## config.mk

```make
export PLATFORM = sky130hd
export DESIGN_NAME = mem_wb_stage
export DESIGN_NICKNAME = d
export VERILOG_FILES = /design/src/rtl/mem_wb_stage_pkg.sv /design/src/rtl/mem_wb_stage_load_align.sv /design/src/rtl/mem_wb_stage.sv
export SDC_FILE = /design/constraint.sdc
export NUM_CORES = 1
export LEC_CHECK = 0
export BUFFER_PORTS_ARGS = -buffer_cell sky130_fd_sc_hd__buf_2
export CAP_MARGIN = 20
export CORE_MARGIN = 4
export CORE_UTILIZATION = 34
export CTS_BUF_LIST = sky130_fd_sc_hd__clkbuf_2
export DETAILED_ROUTE_END_ITERATION = 12
export GPL_TIMING_DRIVEN = 0
export HOLD_SLACK_MARGIN = 0.05
export SYNTH_ARGS = -nofsm -noshare
export SYNTH_HDL_FRONTEND = slang
export SYNTH_SLANG_ARGS = --single-unit
```

## constraint.sdc

```tcl
create_clock -name clk -period 2.8 [get_ports clk]
set_input_delay 0.14 -clock clk [delete_from_list [all_inputs] [get_ports clk]]
set_output_delay 0.14 -clock clk [all_outputs]
set_load 0.01 [all_outputs]
```

## src/rtl/mem_wb_stage_pkg.sv

```systemverilog
// Shared pipeline definitions for the memory/writeback stage.
// Holds writeback-select encodings, load funct3 codes and the stage FSM states.
// Pure declarations; no timing or flow-control behaviour of its own.
package mem_wb_stage_pkg;

    // Writeback source select; 2'b11 is routed like the ALU result.
    localparam logic [1:0] WB_ALU  = 2'b00;
    localparam logic [1:0] WB_LOAD = 2'b01;
    localparam logic [1:0] WB_PC4  = 2'b10;

    // Load width/sign codes carried in funct3.
    localparam logic [2:0] F3_LB  = 3'b000;
    localparam logic [2:0] F3_LH  = 3'b001;
    localparam logic [2:0] F3_LW  = 3'b010;
    localparam logic [2:0] F3_LBU = 3'b100;
    localparam logic [2:0] F3_LHU = 3'b101;

    typedef enum logic {
        ST_IDLE      = 1'b0,
        ST_WAIT_LOAD = 1'b1
    } state_t;

    // x0 is hardwired to zero, so a write to it is suppressed.
    function automatic logic rf_write_en(input logic reg_write, input logic [4:0] rd);
        return reg_write && (rd != 5'd0);
    endfunction

endpackage

```

## src/rtl/mem_wb_stage_load_align.sv

```systemverilog
// Load data aligner: selects byte/half/word from the memory word and extends it.
// Purely combinational, zero latency.
// No flow control; misaligned accesses still produce data and raise misaligned_o.
module mem_wb_stage_load_align
    import mem_wb_stage_pkg::*;
(
    input  logic [2:0]  funct3_i,
    input  logic [1:0]  off_i,
    input  logic [31:0] rdata_i,
    output logic [31:0] data_o,
    output logic        misaligned_o
);

    logic [7:0]  byte_sel;
    logic [15:0] half_sel;

    // Pick the addressed byte and half; half ignores the low offset bit.
    always_comb begin
        byte_sel = rdata_i[7:0];
        case (off_i)
            2'd0: byte_sel = rdata_i[7:0];
            2'd1: byte_sel = rdata_i[15:8];
            2'd2: byte_sel = rdata_i[23:16];
            2'd3: byte_sel = rdata_i[31:24];
            default: byte_sel = rdata_i[7:0];
        endcase
        half_sel = off_i[1] ? rdata_i[31:16] : rdata_i[15:0];
    end

    // Extend per load type; unknown funct3 codes behave as a word load.
    always_comb begin
        data_o       = rdata_i;
        misaligned_o = 1'b0;
        case (funct3_i)
            F3_LB:  data_o = {{24{byte_sel[7]}}, byte_sel};
            F3_LBU: data_o = {24'd0, byte_sel};
            F3_LH: begin
                data_o       = {{16{half_sel[15]}}, half_sel};
                misaligned_o = off_i[0];
            end
            F3_LHU: begin
                data_o       = {16'd0, half_sel};
                misaligned_o = off_i[0];
            end
            F3_LW: begin
                data_o       = rdata_i;
                misaligned_o = (off_i != 2'd0);
            end
            default: begin
                data_o       = rdata_i;
                misaligned_o = (off_i != 2'd0);
            end
        endcase
    end

endmodule

```

## src/rtl/mem_wb_stage.sv

```systemverilog
// Memory/writeback stage: retires one instruction per cycle, waits for load data, drives the RF write port.
// Latency: 1 cycle transfer->wb_we for non-loads; loads retire 1 cycle after the mem_rvalid cycle.
// Backpressure: in_ready drops while a load is outstanding; a silent memory forces an error retire after LOAD_TIMEOUT cycles.
module mem_wb_stage
    import mem_wb_stage_pkg::*;
#(
    parameter int LOAD_TIMEOUT = 15
) (
    input  logic        clk,
    input  logic        rst,
    input  logic        in_valid,
    output logic        in_ready,
    input  logic [4:0]  in_rd,
    input  logic        in_reg_write,
    input  logic [1:0]  in_wb_sel,
    input  logic [2:0]  in_funct3,
    input  logic [31:0] in_alu_result,
    input  logic [31:0] in_pc_plus4,
    input  logic [31:0] mem_rdata,
    input  logic        mem_rvalid,
    output logic [4:0]  wb_rd,
    output logic [31:0] wb_data,
    output logic        wb_we,
    output logic        wb_err,
    output logic [31:0] retire_count
);

    // Counter only needs to hold 0..LOAD_TIMEOUT-1 waiting cycles.
    localparam int CNT_W = (LOAD_TIMEOUT < 2) ? 1 : $clog2(LOAD_TIMEOUT);
    localparam logic [CNT_W-1:0] CNT_LAST = CNT_W'(LOAD_TIMEOUT - 1);

    state_t state_q, state_d;

    logic [4:0]       ld_rd_q, ld_rd_d;
    logic             ld_we_q, ld_we_d;
    logic [2:0]       ld_f3_q, ld_f3_d;
    logic [1:0]       ld_off_q, ld_off_d;
    logic [CNT_W-1:0] cnt_q, cnt_d;

    logic [4:0]  wb_rd_q, wb_rd_d;
    logic [31:0] wb_data_q, wb_data_d;
    logic        wb_we_q, wb_we_d;
    logic        wb_err_q, wb_err_d;
    logic [31:0] retire_q, retire_d;

    logic        accept;
    logic        alu_fire;
    logic        load_fire;
    logic        load_done;
    logic        load_timeout;
    logic [31:0] align_data;
    logic        align_misaligned;

    mem_wb_stage_load_align u_align (
        .funct3_i     (ld_f3_q),
        .off_i        (ld_off_q),
        .rdata_i      (mem_rdata),
        .data_o       (align_data),
        .misaligned_o (align_misaligned)
    );

    // FSM state register.
    always_ff @(posedge clk) begin
        if (rst) begin
            state_q <= ST_IDLE;
        end else begin
            state_q <= state_d;
        end
    end

    // FSM next state: a load parks the stage until data arrives or the wait expires.
    always_comb begin
        state_d = state_q;
        case (state_q)
            ST_IDLE:      if (load_fire) state_d = ST_WAIT_LOAD;
            ST_WAIT_LOAD: if (load_done || load_timeout) state_d = ST_IDLE;
            default:      state_d = ST_IDLE;
        endcase
    end

    // FSM outputs and retire qualifiers; mem_rvalid in IDLE has no effect.
    always_comb begin
        in_ready     = (state_q == ST_IDLE);
        accept       = in_valid && in_ready;
        alu_fire     = accept && (in_wb_sel != WB_LOAD);
        load_fire    = accept && (in_wb_sel == WB_LOAD);
        load_done    = (state_q == ST_WAIT_LOAD) && mem_rvalid;
        load_timeout = (state_q == ST_WAIT_LOAD) && !mem_rvalid && (cnt_q == CNT_LAST);
    end

    // Datapath next state: latch pending load, build writeback, count retires.
    always_comb begin
        ld_rd_d   = ld_rd_q;
        ld_we_d   = ld_we_q;
        ld_f3_d   = ld_f3_q;
        ld_off_d  = ld_off_q;
        cnt_d     = cnt_q;
        wb_rd_d   = wb_rd_q;
        wb_data_d = wb_data_q;
        wb_we_d   = 1'b0;
        wb_err_d  = 1'b0;
        retire_d  = retire_q;

        if (alu_fire) begin
            wb_rd_d = in_rd;
            case (in_wb_sel)
                WB_ALU:  wb_data_d = in_alu_result;
                WB_PC4:  wb_data_d = in_pc_plus4;
                default: wb_data_d = in_alu_result;
            endcase
            wb_we_d  = rf_write_en(in_reg_write, in_rd);
            retire_d = retire_q + 32'd1;
        end

        if (load_fire) begin
            ld_rd_d  = in_rd;
            ld_we_d  = in_reg_write;
            ld_f3_d  = in_funct3;
            ld_off_d = in_alu_result[1:0];
            cnt_d    = '0;
        end

        if (load_done) begin
            wb_rd_d   = ld_rd_q;
            wb_data_d = align_data;
            wb_we_d   = rf_write_en(ld_we_q, ld_rd_q);
            wb_err_d  = align_misaligned;
            retire_d  = retire_q + 32'd1;
        end else if (load_timeout) begin
            wb_rd_d   = ld_rd_q;
            wb_data_d = 32'd0;
            wb_err_d  = 1'b1;
            retire_d  = retire_q + 32'd1;
        end else if (state_q == ST_WAIT_LOAD) begin
            cnt_d = cnt_q + 1'b1;
        end
    end

    // Datapath registers; reset drops any pending load without counting it.
    always_ff @(posedge clk) begin
        if (rst) begin
            ld_rd_q   <= 5'd0;
            ld_we_q   <= 1'b0;
            ld_f3_q   <= 3'd0;
            ld_off_q  <= 2'd0;
            cnt_q     <= '0;
            wb_rd_q   <= 5'd0;
            wb_data_q <= 32'd0;
            wb_we_q   <= 1'b0;
            wb_err_q  <= 1'b0;
            retire_q  <= 32'd0;
        end else begin
            ld_rd_q   <= ld_rd_d;
            ld_we_q   <= ld_we_d;
            ld_f3_q   <= ld_f3_d;
            ld_off_q  <= ld_off_d;
            cnt_q     <= cnt_d;
            wb_rd_q   <= wb_rd_d;
            wb_data_q <= wb_data_d;
            wb_we_q   <= wb_we_d;
            wb_err_q  <= wb_err_d;
            retire_q  <= retire_d;
        end
    end

    assign wb_rd        = wb_rd_q;
    assign wb_data      = wb_data_q;
    assign wb_we        = wb_we_q;
    assign wb_err       = wb_err_q;
    assign retire_count = retire_q;

endmodule

```

==> summary.md, run 1 <==
| Metric | Value |
|---|---|
| Die height | `130.2 um` |
| Critical Path RT | `around 3.4 ns` |
| Initial antenna violation count | `1` |
| Post-synthesis async set-or-reset flop share | `0%` |
| Worst-path fanout max | `10` |
| I/O Pins | `between 150 and 200` |
| Syn avg cell area | `8.107 um2` |
| Largest net degree at the start of global routing | `15` |
| Flop-to-flop setup slack | `0.22 ns` |
| Final Skew | `0.03003 ns` |
| Post-synth EDFFs | `0` |
| Total clock buffers created by CTS | `9` |
| Vias in the first global route | `5706` |
| Global Route Usage Sum | `22.28%` |
| Worst hold endpoint | `wb_data[1]` |
| WHS Path Cells | `4` |
| Max rail drop VDD | `~0.00019 V` |
| Worst Setup Start Kind | `flop` |
| Final HPWL DP | `13.83 mm` |
| Full die area | `16940 um2` |
| Met3 Track Usage GR | `3.193%` |
| Cells after Synth | `626` |
| Setup TNS | `0 ns` |
| Rows | `44` |
| Post-synthesis register bit count | `a little under 90` |
| Crit path launch | `state_q` |
| Post-synthesis mux area share | `9.763%` |
| H-tree depth | `3` |
| Final worst slack | `0.2162 ns` |
| Fin crit period | `around 2.6 ns` |
| Clock root buffer | `clkbuf_2` |
| Met1 Use GR | `a little under 30%` |
| Kind of critical path | `reg -> reg` |
| Cell taking the most area after synthesis | `dfxtp_1` |
| Reg2Reg Depth | `6` |
| Reg2reg end | `wb_data[18]` |
| CTS tree | `done` |
| Synth Area in Simple Gates | `26.11%` |
| Post-Synth XOR/XNOR Area | `0.5178%` |
| CP endpoint kind | `flop` |
| First-pass GRT wire length | `approximately 30 mm` |
| Most instantiated cells after synthesis | `dfxtp_1, nand2_1, nor2_1, clkbuf_1, o21ai_0` |
| Tot Pwr | `~2.7 mW` |
| Final period utilization | `92.28%` |
| Global placer's final weighted congestion | `about 0.87` |
| Final Hold Viols | `0` |
| Yosys cell types | `54` |
| Largest family of logic cells by synthesized area | `simple AND/OR/NAND/NOR gates` |
| PortBufs | `181` |
| Final Core Density | `50.61%` |
| Vias per Instance | `around 5.4` |
| Worst Path Arrival | `3.16 ns` |
| Count leader, synth | `dfxtp_1` |
| Pwr/cell area | `372.2 nW/um2` |
| Outcome | `completed` |
| Register area | `1742 um2` |
| Die X-Extent | `130.2 um` |
| Hold Path Class | `in -> reg` |
| Top-area cell type share of the netlist area | `roughly a third` |
| CTS sink cnt | `87` |
| Post-synthesis compound-gate area fraction | `between 20% and 30%` |
| Synth warnings | `0` |
| Worst slack at placement | `0.3912 ns` |
| WHS | `0.1126 ns` |
| Pleak | `2.956 nW` |
| Worst-path clk slew | `between 0.2 and 0.3 ns` |
| Post-route ant nets | `0` |
| Initial DRC count | `405` |
| Final setup violating endpoints | `0` |
| M2 GR Usage | `36.60%` |
| Net Count, Synth | `740` |
| Core ar. | `between 10000 and 15000 um2` |
| Clock buffer depth | `2` |
| GRT busiest layer | `met2` |
| Final Max Tran Viols | `0` |
| Top cells by area, synth | `dfxtp_1, mux2_2, nand2_1` |
| Filler cell count | `roughly 1400` |
| DR WL/cell | `about 17 um` |
| Grt total ovfl | `0` |
| Area Growth Syn to Fin | `45.49%` |
| R2r startpoint | `state_q` |
| Footprint of the multi-input gates | `3117 um2` |
| Synthesized area | `around 5000 um2` |
| Hold Crit Start | `in_pc_plus4[1]` |
| Clock Latency Late Sink | `between 0.6 and 0.7 ns` |
| Slew @ Worst Pin | `0.8362 ns` |
| Top FF cell, synth | `dfxtp_1` |
| DRT Pass-1 Iters | `5` |
| Layout cell share with drive strength beyond 1 | `between 20% and 30%` |
| Sequential share of the synthesized area | `34.32%` |
| Total number of vias | `6003` |
| Worst slew margin | `44.25%` |
| MaxCap Viol Count | `0` |
| Nets | `1034` |
| Max Clock Freq | `0.3870 GHz` |
| Starting Density | `34.79%` |
| Drt drc | `0` |
| Routed WL | `19.34 mm` |
| Synth Area in Adders | `0.7396%` |
-- routing by layer --
layer	vias to the layer above	routed length [um]
li1	2914	-
met1	2832	8680
met2	214	8945
met3	43	1142
met4	0	574
met5	-	0
-- critical path, stage by stage, from the launching register on --
cell           delay (ns)
dfxtp_1              0.40
clkbuf_1             0.34
nand2_1              0.18
a2111oi_0            0.50
o21ai_2              0.27
a311oi_1             0.29
dlygate4sd3_1        0.58
-- how the worst max path moves through the flow --
stage	cells after the start	endpoint
after floorplan	6	retire_count[24]
after CTS	8	wb_data[19]
final	6	wb_data[18]
after detailed placement	7	wb_data[29]
after global routing	6	wb_data[18]
after global placement	7	wb_data[30]
-- repair_timing --
item,in CTS,in global routing
setup buffers,0,0
resized for setup,0,5
endpoints found under the hold margin,59,0
hold buffers,102,0
setup endpoints to repair,0,3
-- flip-flops by register name (all words and copies together), names as in the netlist --
register and flops:
cnt_q 4, ld_f3_q 3, ld_off_q 2, ld_rd_q 5, ld_we_q 1, retire_count 32
state_q 1, wb_data 32, wb_err 1, wb_rd 5, wb_we 1
-- placed cells by master (no fill, tap or decap), types with 4 or more instances in the layout --
cell           synthesis  final
buf_2                  8    189
dlygate4sd3_1          0    102
dfxtp_1               87     87
nand2_1               69     69
nor2_1                57     57
clkbuf_1              41     40
o21ai_0               40     40
mux2_2                38     38
a21oi_1               35     35
o31ai_1               21     21
a311oi_1              21     21
a211oi_1              19     19
or4_1                 18     18
nor2b_1               17     17
nand2b_1              14     13
nand3_1               12     12
and2_1                11     11
clkbuf_2               0     11
a21boi_0              10     10
nand4_1                9      9
nand3b_1               8      8
inv_1                  7      7
o22ai_1                6      6
o211ai_1               6      6
or3_1                  5      5
and3b_1                5      5
nor4_1                 4      4
nor3_1                 4      4
mux2_1                 4      4
a211o_1                4      4
o22a_1                 4      4
-- power by group --
part	switching (mW)	internal (mW)
Clock	0.475	0.297
Combinational	0.323	0.319
Sequential	0.0336	1.30
Total	0.831	1.92
-- logic make-up after synthesis --
family,after synthesis
multiplexers,43
buffers and inverters,59
XOR/XNOR,3
flip-flops,87
AND/OR/NAND/NOR,250
AO/OA/AOI/OAI,181
adder cells (fa/ha/maj),3
-- through the flow --
step	area, um2	std cells
finish	7383	1110
global route	7383	1110
CTS	7365	1109
detailed placement	6211	991
global placement	6211	991
floorplan	5075	626
-- area by class of cell --
class	count	area share [%]
timing repair buffer	283	26.10
antenna	1	0.03389
clock inverter	6	1.118
inverter	7	0.3559
clock buffer	10	0.6779
tap	184	3.118
multi-input combinational	480	42.21
sequential	87	23.59
buffer	52	2.796
No activity file was read; power rests on OpenSTA's default activity.
==> run 2, diff against run 1 <==
Clock period 2.8 ns to 3.4 ns, I/O delays scaled along.
==> run 2 against run 1 <==
Non-clock buffer count down 32. Count of clock-buffer cells in the layout unchanged. Worst hold slack worse by 0.027 ns. Cell count down 2.8%. Clock skew up 0.0022 ns. First-iteration DRC count down 9.9%. Die area unchanged. Routed wire length down 3.0%. Critical path type unchanged. Highest routed layer unchanged.
==> summary.md, run 2 (same netlist as run 1, synthesis figures left out) <==
| Metric | Value |
|---|---|
| Outcome | `completed` |
| Total clock buffers created by CTS | `9 (unchanged)` |
| Pwr/cell area | `315.1 nW/um2 (-15%)` |
| Met1 Use GR | `28.84% (-0.56 points)` |
| DRT Pass-1 Iters | `7 (+2)` |
| WP buf/inv | `4 (+2)` |
| Total number of vias | `5824 (-3.0%)` |
| Switch share | `30.24% (about the same)` |
| CP endpoint kind | `flop` |
| Final Skew | `0.03225 ns (+0.002226 ns)` |
| CTS tree | `done` |
| Starting Density | `34.79% (unchanged)` |
| Rows | `44 (unchanged)` |
| Max Clock Freq | `0.3251 GHz (-16%)` |
| Post-route ant nets | `0 (unchanged)` |
| Drt drc | `0 (unchanged)` |
| RSZ-0062 raised after global routing | `no` |
| Fin crit period | `3.076 ns (+0.4923 ns)` |
| Routed WL | `18.77 mm (-3.0%)` |
| Initial antenna violation count | `2 (+1)` |
| Worst Path Arrival | `3.63 ns (+0.47 ns)` |
| Most common cell after layout, fill and taps aside | `buf_2` |
| Setup TNS | `0 ns (unchanged)` |
| Slew @ Worst Pin | `0.9056 ns (+0.06933 ns)` |
| Register area | `1742 um2 (unchanged)` |
| Hold Path Class | `in -> reg` |
| Slowest stage delay, CP | `0.58 ns (about the same)` |
| CP delay by family, top | `buffers and inverters` |
| Worst slack at placement | `0.9912 ns (+0.6000 ns)` |
| Nets | `1002 (-3.1%)` |
| Filler cell count | `1486 (+3.5%)` |
| Final worst slack | `0.3238 ns (+0.1077 ns)` |
| Vias per Instance | `5.398 (-0.19%)` |
| P_int | `1.550 mW (-19%)` |
| Largest net degree at the start of global routing | `15 (unchanged)` |
| Worst-path fanout max | `10 (unchanged)` |
| Critical-path top delay cell | `dlygate4sd3_1` |
| Comb power frac | `22.1% (-1.3 points)` |
| Cell Area, Placed | `6211 um2 (unchanged)` |
| Core ar. | `14590 um2 (unchanged)` |
| Post-CTS sizing | `0 (unchanged)` |
| Crit-path cells | `clkbuf_1, and2_1, clkbuf_1, o21ai_0, a211o_1, dlygate4sd3_1, a211oi_1, dlygate4sd3_1` |
| Global placer's final weighted congestion | `0.8724 (unchanged)` |
| Layout cell share with drive strength beyond 1 | `28.33% (+0.66 points)` |
| Critical Path RT | `3.95 ns (+0.57 ns)` |
| Grt total ovfl | `0 (unchanged)` |
| Footprint of the multi-input gates | `3102 um2 (-0.48%)` |
| Met3 Track Usage GR | `3.111% (-0.082 points)` |
| Placed cells | `991 (unchanged)` |
| H-tree depth | `3 (unchanged)` |
| Initial DRC count | `365 (-9.9%)` |
| Final period utilization | `90.48% (-1.8 points)` |
| Final setup violating endpoints | `0 (unchanged)` |
| Final Hold Viols | `0 (unchanged)` |
| M2 GR Usage | `35.21% (-1.4 points)` |
| DR WL/cell | `17.39 um (-0.20%)` |
| Clock Latency Late Sink | `0.61 ns (about the same)` |
| Finished Cell Area | `7049 um2 (-4.5%)` |
| Worst Setup Start Kind | `flop` |
| Clock buffer depth | `2 (unchanged)` |
| CTS sink cnt | `87 (unchanged)` |
| Die height | `130.2 um (unchanged)` |
| Setup Buffers After CTS | `0 (unchanged)` |
| Part of the power in registers | `49.5% (+1.0 points)` |
| Die X-Extent | `130.2 um (unchanged)` |
| Post-CTS Hold Fix Bufs | `70 (-31%)` |
| Clock root buffer | `clkbuf_2` |
| Layout Cells excl Fill | `1079 (-2.8%)` |
| MaxCap Viol Count | `0 (unchanged)` |
| I/O Pins | `183 (unchanged)` |
| Clock share of power | `28.4% (+0.3 points)` |
| Full die area | `16940 um2 (unchanged)` |
| GRT busiest layer | `met2` |
| First-pass GRT wire length | `28.42 mm (-3.9%)` |
| PortBufs | `181 (unchanged)` |
| Worst-path clk slew | `0.26 ns (about the same)` |
| Global Route Usage Sum | `21.47% (-0.81 points)` |
| Kind of critical path | `reg -> reg` |
| Most frequent cells in the layout | `buf_2, dfxtp_1, dlygate4sd3_1` |
| Max rail drop VDD | `0.0001584 V (-18%)` |
| Area Growth Syn to Fin | `38.91%` |
| Final Core Density | `48.32% (-2.3 points)` |
| Pleak | `2.823 nW (-4.5%)` |
| Vias in the first global route | `5430 (-4.8%)` |
| Final HPWL DP | `13.83 mm (unchanged)` |
| Net Sw Power | `0.6718 mW (-19%)` |
| Final Max Tran Viols | `0 (unchanged)` |
| Worst slew margin | `39.63% (-4.6 points)` |
run 2: power by group through the flow:
stage                     logic [mW]  clock network (mW)  registers (mW)
after global routing           0.536               0.691            1.11
after detailed placement       0.418                   0            1.12
after global placement         0.417                   0            1.12
after floorplan                0.206                   0            1.14
final                          0.491               0.631            1.10
after CTS                      0.485               0.653            1.10
run 2: cell type report:
| cell class | instances | share of cell area (%) |
|---|---|---|
| multi-input combinational | 480 | 44.00 |
| sequential | 87 | 24.71 |
| timing repair buffer | 251 | 22.79 |
| tap | 184 | 3.266 |
| buffer | 52 | 2.911 |
| clock inverter | 6 | 1.171 |
| clock buffer | 10 | 0.7100 |
| inverter | 7 | 0.3727 |
| antenna | 2 | 0.07100 |
run 2: path summary, 6_finish.rpt:
check                     from     endpoint  slack [ns]  cells past startpoint
max                    state_q   wb_data[6]        0.32                      8
min          in_alu_result[30]  wb_data[30]        0.09                      4
max reg2reg            state_q   wb_data[6]        0.32                      8
min reg2reg            ld_we_q      ld_we_q        0.48                      2
run 2: per-layer routing:
metal / share of wire, % / routed length, um
met1: 46 / 8561
met2: 46 / 8725
met5: 0 / 0
met3: 5.9 / 1105
met4: 2.0 / 372
run 2: worst reg2reg max path, delay by kind of cell (launching register included):
kind | cells | cell delay, ns
AO/OA/AOI/OAI | 3 | 0.68
flip-flops | 1 | 0.40
buffers and inverters | 4 | 1.79
AND/OR/NAND/NOR | 1 | 0.18
run 2: per-stage QoR:
| stage | hold slack (ns) | power [mW] |
|---|---|---|
| finish | 0.08574 | 2.221 |
| floorplan | 0.3060 | 1.342 |
| global route | 0.08128 | 2.333 |
| CTS | 0.05122 | 2.237 |
| detailed placement | 0.4243 | 1.536 |
| global placement | 0.4194 | 1.533 |
==> run 3, diff against run 2 <==
Settings changed: CORE_UTILIZATION 34 to 50, PLACE_DENSITY from default to 0.82.
==> run 3 against run 2 <==
Largest power group unchanged. Count of clock-buffer cells in the layout is the same. Critical endpoint is now wb_data[2]. Non-clock buffer count shrank 32. Worst hold slack worse by 0.0064 ns. Clock power fell by 28%. First-iteration DRC count is 35% higher.
==> summary.md, run 3 (same netlist as run 1, synthesis figures left out) <==
| Metric | Value |
|---|---|
| Crit-path cells | `inv_1, ha_1, a31oi_2, o22ai_1, clkbuf_1, nor2_1, a211oi_1, dlygate4sd3_1` |
| CP endpoint kind | `flop` |
| Post-CTS Hold Fix Bufs | `38 (-46%)` |
| Pleak | `2.663 nW (-5.7%)` |
| WP buf/inv | `3 (-1)` |
| Filler cell count | `864 (-42%)` |
| P_int | `1.367 mW (-12%)` |
| CTS tree | `done` |
| MaxCap Viol Count | `0 (unchanged)` |
| Worst-path clk slew | `0.24 ns (-0.02 ns)` |
| Total clock buffers created by CTS | `9 (unchanged)` |
| Post-CTS sizing | `0 (unchanged)` |
| Clock Latency Late Sink | `0.58 ns (-0.03 ns)` |
| Max rail drop VDD | `0.0002097 V (+32%)` |
| Final Skew | `0.01971 ns (-0.01254 ns)` |
| Max Clock Freq | `0.3367 GHz (+3.6%)` |
| Nets | `970 (-3.2%)` |
| Clock share of power | `22.6% (-5.8 points)` |
| RSZ-0062 raised after global routing | `no` |
| Global placer's final weighted congestion | `0.9614 (+10%)` |
| Drt drc | `0 (unchanged)` |
| Final period utilization | `87.35% (-3.1 points)` |
| Layout cell share with drive strength beyond 1 | `29.07% (+0.74 points)` |
| Die X-Extent | `108.7 um (-16%)` |
| Setup TNS | `0 ns (unchanged)` |
| CTS sink cnt | `87 (unchanged)` |
| Grt total ovfl | `0 (unchanged)` |
| Most common cell after layout, fill and taps aside | `buf_2` |
| Slowest stage delay, CP | `0.76 ns (+0.18 ns)` |
| Vias in the first global route | `5858 (+7.9%)` |
| Slew @ Worst Pin | `0.9219 ns (+0.01631 ns)` |
| Kind of critical path | `reg -> reg` |
| # diodes | `0 (-2)` |
| DR WL/cell | `18.33 um (+5.4%)` |
| Rows | `36 (-18%)` |
| Comb power frac | `22.8% (+0.7 points)` |
| Pwr/cell area | `305.4 nW/um2 (-3.1%)` |
| DRT Pass-1 Iters | `7 (unchanged)` |
| First-pass GRT wire length | `28.24 mm (-0.63%)` |
| Largest net degree at the start of global routing | `14 (-1)` |
| Initial DRC count | `492 (+35%)` |
| Setup Buffers After CTS | `0 (unchanged)` |
| Clock buffer depth | `2 (unchanged)` |
| Final Hold Viols | `0 (unchanged)` |
| Full die area | `11830 um2 (-30%)` |
| Net Sw Power | `0.6493 mW (-3.3%)` |
| Core ar. | `9819 um2 (-33%)` |
| Total number of vias | `6004 (+3.1%)` |
| Worst slew margin | `38.54% (-1.1 points)` |
| Most frequent cells in the layout | `buf_2, dfxtp_1, nand2_1` |
| H-tree depth | `3 (unchanged)` |
| Worst Path Arrival | `3.52 ns (-0.11 ns)` |
| Final setup violating endpoints | `0 (unchanged)` |
| Critical-path top delay cell | `o22ai_1` |
| Routed WL | `18.20 mm (-3.0%)` |
| CP delay by family, top | `compound AO/OA/AOI/OAI gates` |
| Area Growth Syn to Fin | `30.10%` |
| PortBufs | `181 (unchanged)` |
| Final Max Tran Viols | `0 (unchanged)` |
| Outcome | `completed` |
| Switch share | `32.20% (+2.0 points)` |
| Hold Path Class | `in -> reg` |
| Final Core Density | `67.24% (+19 points)` |
| Part of the power in registers | `54.6% (+5.1 points)` |
| Clock root buffer | `clkbuf_2` |
| Final HPWL DP | `13.51 mm (-2.4%)` |
| I/O Pins | `183 (unchanged)` |
| Post-route ant nets | `0 (unchanged)` |
| Worst Setup Start Kind | `flop` |
| Die height | `108.7 um (-16%)` |
| Fin crit period | `2.970 ns (-0.1063 ns)` |
| Worst-path fanout max | `10 (unchanged)` |
| Starting Density | `51.68% (+17 points)` |
| Critical Path RT | `3.95 ns (about the same)` |
| Initial antenna violation count | `0 (-2)` |
| Vias per Instance | `6.046 (+12%)` |
| Global Route Usage Sum | `30.35% (+8.9 points)` |
-- run 3: cell types whose count changed in the layout (fill, tap and decap cells not counted) --
cell and delta:
bufinv_16 -2, clkinv_1 +2, diode_2 -2, clkinv_2 -1, dlygate4sd3_1 -32
-- run 3: routing by layer --
metal | global-route usage, % | vias to the layer above | share of wire, %
met5 | 0 | - | 0
met4 | 16.59 | 0 | 4.8
met3 | 5.506 | 88 | 9.3
met2 | 51.28 | 364 | 47
met1 | 36.46 | 2767 | 39
li1 | - | 2785 | -
-- run 3: power by group through the flow --
stage,clock (mW),sequential [mW],combinational (mW)
5_1_grt,0.491,1.11,0.499
3_3_place_gp,0,1.12,0.402
4_1_cts,0.458,1.10,0.449
6_report,0.455,1.10,0.460
3_5_place_dp,0,1.12,0.414
2_1_floorplan,0,1.14,0.206
-- run 3: through the flow --
stage | hold slack [ns] | power [mW] | instances | area (um2) | worst slack (ns)
after floorplan | 0.3060 | 1.342 | 626 | 5075 | 1.303
after global placement | 0.4188 | 1.519 | 940 | 6147 | 1.075
after detailed placement | 0.4212 | 1.534 | 940 | 6147 | 1.009
after CTS | 0.05564 | 2.007 | 993 | 6603 | 0.5489
after global routing | 0.05144 | 2.096 | 993 | 6603 | 0.2422
final | 0.07933 | 2.017 | 993 | 6603 | 0.4301
-- run 3: path summary, 6_finish.rpt --
path,from,endpoint,slack [ns],cells past startpoint
setup / recovery,cnt_q[0],wb_data[2],0.43,8
hold / removal,in_alu_result[4],wb_data[4],0.08,4
setup reg to reg,cnt_q[0],wb_data[2],0.43,8
hold reg to reg,ld_we_q,ld_we_q,0.48,2
-- run 3: cell type report --
cell class              count  area (um2)  area share [%]
clock inverters             5       25.02          0.3790
repair buffers            219        1286           19.48
plain buffers              52       205.2           3.108
inverters                   7       26.28          0.3980
clock buffers              10       50.05          0.7580
multi-input cells         480        3102           46.98
flip-flops and latches     87        1742           26.38
well taps                 133       166.4           2.520
-- run 3: worst min-delay path: stages --
cell and delay [ns]:
buf_2 0.07, mux2_2 0.13, o21ai_0 0.07, a211oi_1 0.18
